File: src/rtl/regfile_flags.sv
// 16x16 register file (R0 hardwired to zero, two combinational read ports
// with write bypass) plus a 3-bit ALU flag register gated by opcode class.

module regfile_flags_cell #(
  parameter int W = 16
) (
  input  logic         clk,
  input  logic         rst_n,
  input  logic         i_we,
  input  logic [W-1:0] i_d,
  output logic [W-1:0] o_q
);
  logic [W-1:0] r_q;

  always_ff @(posedge clk or negedge rst_n) begin
    if (!rst_n)    r_q <= '0;
    else if (i_we) r_q <= i_d;
  end

  assign o_q = r_q;
endmodule

module regfile_flags (
  input  logic        clk,
  input  logic        rst_n,
  input  logic [3:0]  src_reg1,
  input  logic [3:0]  src_reg2,
  input  logic [3:0]  dst_reg,
  input  logic        write_reg,
  input  logic [15:0] dst_data,
  output logic [15:0] src_data1,
  output logic [15:0] src_data2,
  input  logic [3:0]  opcode,
  input  logic [2:0]  alu_flags,
  input  logic        flag_en,
  output logic [2:0]  flags
);
  localparam int NREG = 16;
  localparam int W    = 16;
  localparam int NRD  = 2;

  typedef struct packed {
    logic         en;
    logic [3:0]   addr;
    logic [W-1:0] data;
  } wr_req_t;

  typedef enum logic [1:0] {FL_HOLD, FL_ALL, FL_Z} fl_cls_e;

  wr_req_t                     w_wr;
  logic [NREG-1:0][W-1:0]      w_rf;
  logic [NRD-1:0][3:0]         w_rd_addr;
  logic [NRD-1:0][W-1:0]       w_rd_data;
  fl_cls_e                     w_fl_cls;
  logic [2:0]                  w_flags_nxt;
  logic [2:0]                  r_flags;

  // A write to R0 is dropped here, so neither storage nor bypass ever sees it.
  assign w_wr.en   = write_reg && (dst_reg != 4'd0);
  assign w_wr.addr = dst_reg;
  assign w_wr.data = dst_data;

  genvar g;
  generate
    for (g = 0; g < NREG; g++) begin : g_reg
      if (g == 0) begin : g_zero
        assign w_rf[g] = '0;
      end else begin : g_cell
        regfile_flags_cell #(.W(W)) u_cell (
          .clk   (clk),
          .rst_n (rst_n),
          .i_we  (w_wr.en && (w_wr.addr == 4'(g))),
          .i_d   (w_wr.data),
          .o_q   (w_rf[g])
        );
      end
    end
  endgenerate

  assign w_rd_addr[0] = src_reg1;
  assign w_rd_addr[1] = src_reg2;

  // Reads are forced to zero while reset is held, including the bypass path.
  generate
    for (g = 0; g < NRD; g++) begin : g_rd
      always_comb begin
        w_rd_data[g] = w_rf[w_rd_addr[g]];
        if (w_wr.en && (w_wr.addr == w_rd_addr[g])) w_rd_data[g] = w_wr.data;
        if (!rst_n) w_rd_data[g] = '0;
      end
    end
  endgenerate

  assign src_data1 = w_rd_data[0];
  assign src_data2 = w_rd_data[1];

  always_comb begin
    w_fl_cls = FL_HOLD;
    case (opcode)
      4'b0000, 4'b0001:                   w_fl_cls = FL_ALL;
      4'b0010, 4'b0100, 4'b0101, 4'b0110: w_fl_cls = FL_Z;
      default:                            w_fl_cls = FL_HOLD;
    endcase
  end

  always_comb begin
    w_flags_nxt = r_flags;
    case (w_fl_cls)
      FL_ALL:  w_flags_nxt = alu_flags;
      FL_Z:    w_flags_nxt = {alu_flags[2], r_flags[1:0]};
      default: w_flags_nxt = r_flags;
    endcase
  end

  always_ff @(posedge clk or negedge rst_n) begin
    if (!rst_n)       r_flags <= 3'b000;
    else if (flag_en) r_flags <= w_flags_nxt;
  end

  assign flags = r_flags;
endmodule
File: config.mk
export PLATFORM = sky130hd
export DESIGN_NAME = regfile_flags
export DESIGN_NICKNAME = d
export VERILOG_FILES = /design/src/rtl/regfile_flags.sv
export SDC_FILE = /design/constraint.sdc
export NUM_CORES = 1
export LEC_CHECK = 0
export ABC_AREA = 1
export CORE_MARGIN = 4
export CORE_UTILIZATION = 65
export DETAILED_ROUTE_END_ITERATION = 6
export PLACE_DENSITY = 0.85
export SKIP_CTS_REPAIR_TIMING = 1
export SYNTH_ARGS = -nofsm -noshare
export SYNTH_HDL_FRONTEND = slang
export SYNTH_SLANG_ARGS = --single-unit
File: constraint.sdc
create_clock -name clk -period 2.5 [get_ports clk]
set_input_delay 0.5 -clock clk [delete_from_list [all_inputs] [get_ports clk]]
set_output_delay 0.5 -clock clk [all_outputs]
set_load 0.03 [all_outputs]
==> Yosys cells after proc, flatten, opt, wreduce, memory -nomap -nowiden <==
Index checks and enable logic that the tools add are counted.
{ "word_totals": {"reg_bits": 243, "in_bits": 39, "out_inout_bits": 35, "word_cells": 79} }
{ "op_classes": {"magnitude_cmp": 2, "eq_ne": 24, "n_mux": 10, "n_bitwise": 1, "n_reduce_logical": 25} }
{ "op_table": {"columns": ["op", "count"], "rows": [
  ["16-bit binary-select mux with 4-bit select", 2],
  ["16-bit 2-to-1 mux", 6],
  ["4-bit == test (second input constant)", 8],
  ["4-bit by 3-bit == test with 1-bit output (second input constant)", 7],
  ["1-bit logical AND", 18],
  ["4-bit by 2-bit == test with 1-bit output (second input constant)", 3],
  ["4-bit by 5-bit < comparator with 1-bit output (second input constant)", 2],
  ["4-bit by 1-bit == test with 1-bit output (second input constant)", 2],
  ["4-bit == test", 2],
  ["3-bit case mux with 2 select lines", 1],
  ["4-bit zero test", 1],
  ["2-bit case mux with 2 select lines", 1],
  ["4-bit nonzero test", 1],
  ["4-bit OR reduction", 1],
  ["3-bit AND reduction", 1],
  ["2-bit by 1-bit == test with 1-bit output (second input constant)", 1],
  ["2-bit == test (second input constant)", 1],
  ["2-bit AND reduction", 1],
  ["2-bit nonzero test", 1],
  ["2-bit OR reduction", 1],
  ["1-bit NOT", 1]
]} }

==> Depth between registers and ports, before layout <==
{ "depth": {"ltp_word": 6, "ltp_mapped": 10, "depth_no_buf": 9} }

==> Cells and area by module <==
From an unflattened synthesis, not the netlist that was laid out.
{ "unflattened": {"hier_cells": 2591, "hier_area_um2": 16270.6} }
{ "by_module_without_submodules": {"columns": ["mod", "instances", "cells_per_inst", "area_per_inst_um2", "seq_area_each_um2"], "rows": [
  ["regfile_flags_cell", 15, 68, 644.4, 400.4],
  ["regfile_flags", 1, 1571, 6605.1, 75.1]
]} }

==> Worst setup path after synthesis <==
No wires, ideal clock.
{ "synth_timing": {"path_kind": "input -> output", "startpoint": "input dst_reg[3]", "endpoint": "output src_data1[10]", "arrival_time_ps": 1789, "setup_slack_ps": 211, "cell_stages": 9, "n_path_buf": 2, "cell_sequence": "buf_2 xnor2_1 nand2_1 nor2_4 nand2_4 buf_6 nand2_1 nor2_1 nor2_1"} }
{ "synth_between": {"elab_chain_cells": 5, "word_cells_on_any_way": 6, "classes_between": "eq/ne (1); mux (2); reduce/logical (3)"} }
{ "synth_lines": {"columns": ["item", "line_no", "rtl"], "rows": [
  ["from (decl)", "28", "input logic [3:0] dst_reg,"],
  ["4-bit nonzero test", "59", "assign w_wr.en = write_reg && (dst_reg != 4'd0);"],
  ["1-bit logical AND", "59", null],
  ["1-bit logical AND (*)", "88", "if (w_wr.en && (w_wr.addr == w_rd_addr[g])) w_rd_data[g] = w_wr.data;"],
  ["16-bit 2-to-1 mux (*)", "88", null],
  ["16-bit 2-to-1 mux (*)", "89", "if (!rst_n) w_rd_data[g] = '0;"],
  ["to (decl)", "31", "output logic [15:0] src_data1,"]
]} }
Every way passes the cells marked *; elsewhere a longest branch is shown, timed or not.

==> Worst setup path in the final report <==
{ "layout_timing": {"startpoint": "input src_reg1[0]", "endpoint": "output src_data1[2]"} }
{ "layout_between": {"elab_chain_cells": 4, "word_cells_on_any_way": 6, "classes_between": "eq/ne (1); mux (4); reduce/logical (1)"} }
{ "layout_lines": {"columns": ["item", "line_no", "rtl"], "rows": [
  ["from (decl)", "26", "input logic [3:0] src_reg1,"],
  ["16-bit binary-select mux with 4-bit select / 4-bit == test (equally long branches)", "87, 88", null],
  ["16-bit 2-to-1 mux (implied by the code) / 1-bit logical AND (equally long branches)", "87, 88", null],
  ["16-bit 2-to-1 mux (*)", "88", null],
  ["16-bit 2-to-1 mux (*)", "89", null]
]} }
Every way passes the cells marked *; elsewhere a longest branch is shown, timed or not. The select of a mux whose other input is x is not followed.

==> flow_summary.toml <==
[timing]
setup_viol = 4
setup_tns_ns = -0.0742
min_period_ns = 2.55
finalHoldViolCount = 0
whs_ns = 0.465
grt_setup_unrepaired = "true"
skew_ns = 0
worst_slew_pin_slew_ns = 1.05
slew_headroom_pct = 30.1
timing.final.ws_setup_ns = -0.0484
final_max_slew_viol_count = 0
max_freq_mhz = 392
min_period_over_period_pct = 102

[yosys]
syn_area_per_cell_um2 = 6.40
ys_dominant_reg_cell = "dfrtp_1"
yosys.area_share.simple_pct = 40.5
yosys_warnings = 0
ys_seq_area_share_pct = 40.4
synth_nets = 2394
ys_ff_latch = 243
synthesis.area_um2 = 15100
synth_edf_count = 0
ys_types = 28
async_flop_share_pct = 100
synthMuxAreaShare_pct = 0.150
synth_top_family_by_area = "simple AND/OR/NAND/NOR gates"
synth_compound_area_share_pct = 8.19
synth_xor_xnor_area_share_pct = 0.465
synthAdderAreaFrac_pct = 0.0831
syn-instance-count = 2354

[clocking]
cts_buffers = 28
cts.path.max_buffers = 3
clock_sinks = 243
clk_pin_slew_worst_paths_ns = 0.06
clock_latency_ns = 0.54
clockRootBuffer = "clkbuf_16"
cts_tree = "built"
htree_levels = 1

[critical_path]
critPathRequiredTime_ns = 2.00
crit_path_end_kind = "primary output"
arrival_ns = 2.05
critPathLaunchType = "input port"
path_class = "in -> out"
critPathMaxFanout = 23

[pwr]
peakVddDrop_mv = 0.672
pwr-share-seq_pct = 40.3
clkPwrFrac_pct = 30.8
p_leak_nw = 9.59
pwr_density_cell_nw_per_um2 = 715
p_sw_mw = 4.51
pwr-share-comb_pct = 28.9
p_sw_share_pct = 34.5
intPower_mw = 8.54

[global_routing]
grt_max_degree = 180
grt_pass1_wl_um = 86000
grt_remaining_overflow = 0
antenna_found_initial = 0
grt_usage_pct = 42.1
grt_pass1_vias = 15624

[cells_and_area]
final_common_cell = "nand2_1"
nets = 2492
layout_common_cells = "938 x nand2_1, 314 x nand3_1, 243 x dfrtp_1, 193 x nor2_1, 190 x o21ai_0"
syn_to_final_growth_pct = 21.2
diodes = 0
drive_above_1_share_pct = 12.3

[placed_design]
place_congestion = 0.990
io_buffer_count = 73
dp_hpwl_um = 36500

[floorplanning]
die_x_um = 160
core_area_um2 = 22700
start_util_pct = 66.3
rows = 55
dieArea_um2 = 25700
io_pins = 74
fp.dieH_um = 160

[detailed_routing]
drt-total-wl_um = 58800
wl_per_cell_um = 21.4
ant_nets = 0
firstDrtPassIters = 7
vias_per_cell = 6.25
vias = 17205
drc = 14
drtIter0Drc = 2783

[run_status]
outcome = "complete, but fails checks"
violations = "design-rule violations, negative setup slack"

[job]
maxCapViolCount = 0

[worst_hold_path]
hp-class = "in -> async"
power by group through the flow:
stage / sequential, mW / combinational, mW / clock, mW
6_report: 5.26 / 3.77 / 4.01
5_1_grt: 5.35 / 4.15 / 4.17
4_1_cts: 5.24 / 3.50 / 3.97
3_5_place_dp: 5.29 / 3.44 / 0
3_3_place_gp: 5.25 / 3.31 / 0
2_1_floorplan: 5.20 / 2.28 / 0
synth_stat cells (4+ instances only):
library cell / number / area share [%]
buf_6: 4 / 0.30
xnor2_1: 8 / 0.47
o21ai_0: 190 / 6.3
buf_1: 14 / 0.35
o21ai_1: 34 / 1.1
nand3_1: 323 / 11
buf_2: 77 / 2.6
nor2_1: 202 / 5.0
nand2_2: 4 / 0.17
dfrtp_1: 243 / 40
inv_2: 4 / 0.10
nand2_1: 940 / 23
nor2_2: 12 / 0.50
clkbuf_1: 69 / 1.7
a21oi_1: 18 / 0.60
inv_1: 187 / 4.7
buf_4: 10 / 0.50
final timing paths:
check	from	endpoint	slack (ns)	depth (start not counted)
setup / recovery	src_reg1[0]	src_data1[2]	-0.05	12
hold / removal	rst_n	g_reg[2].g_cell.u_cell.o_q[0]$_DFFE_PN0P_	0.46	2
setup reg to reg	g_reg[15].g_cell.u_cell.o_q[15]$_DFFE_PN0P_	g_reg[15].g_cell.u_cell.o_q[15]$_DFFE_PN0P_	1.73	3
hold reg to reg	g_reg[3].g_cell.u_cell.o_q[11]$_DFFE_PN0P_	g_reg[3].g_cell.u_cell.o_q[11]$_DFFE_PN0P_	0.48	2
max in group asynchronous	rst_n	g_reg[1].g_cell.u_cell.o_q[11]$_DFFE_PN0P_	0.67	3
min in group clk	g_reg[3].g_cell.u_cell.o_q[11]$_DFFE_PN0P_	g_reg[3].g_cell.u_cell.o_q[11]$_DFFE_PN0P_	0.48	2
state kept, by name, indices dropped and copies added (netlist names):
name                 count
g.g_cell.u_cell.o_q    240
flags                    3
cells by family (layout without fill, tap and decap cells):
logic type      count (synthesis)  count (layout)
buf+inv                       365             477
compound gates                244             244
fa+ha+maj                       1               1
flops                         243             243
mux                             2               2
simple gates                 1491            1493
xor+xnor                        8               8
layer usage:
metal | wire length [µm] | part of all wire, % | GRT usage [%] | vias to the layer above
met5 | 0 | 0 | 0 | -
met4 | 4710 | 8.0 | 22.2 | 0
met3 | 8610 | 15 | 9.37 | 398
met2 | 24900 | 42 | 64.2 | 1442
met1 | 20600 | 35 | 56.5 | 7835
li1 | - | - | - | 7530
stage by stage:
stage / power, mW / instance area [µm²] / cells / utilization, % / setup slack (ns)
2_1_floorplan: 7.48 / 15100 / 2354 / - / 0.211
3_3_place_gp: 8.56 / 16800 / 2684 / 74.0 / -0.225
3_5_place_dp: 8.73 / 16800 / 2684 / 74.0 / -0.274
4_1_cts: 12.7 / 17700 / 2730 / 77.9 / -0.268
5_1_grt: 13.7 / 18300 / 2753 / 80.4 / -0.0693
6_report: 13.0 / 18300 / 2753 / 80.4 / -0.0484
final cells by class:
class / instances / area, µm²
clock buffers: 42 / 845
clock inverters: 4 / 45.0
fillers: 1546 / 4450
inverters: 191 / 729
multi-input cells: 1748 / 7560
flip-flops and latches: 243 / 6080
well taps: 285 / 357
repair buffers: 240 / 2630
worst max-delay path: stages:
cell     delay (ns)
buf_4          0.13
buf_12         0.17
buf_16         0.18
nand2_1        0.08
nand3_1        0.10
nand2_1        0.09
nand2_1        0.08
nand3_1        0.17
nand2_1        0.13
nor2_1         0.05
nor2_2         0.15
buf_4          0.18
Note: power is estimated with default switching activity, not from simulation.
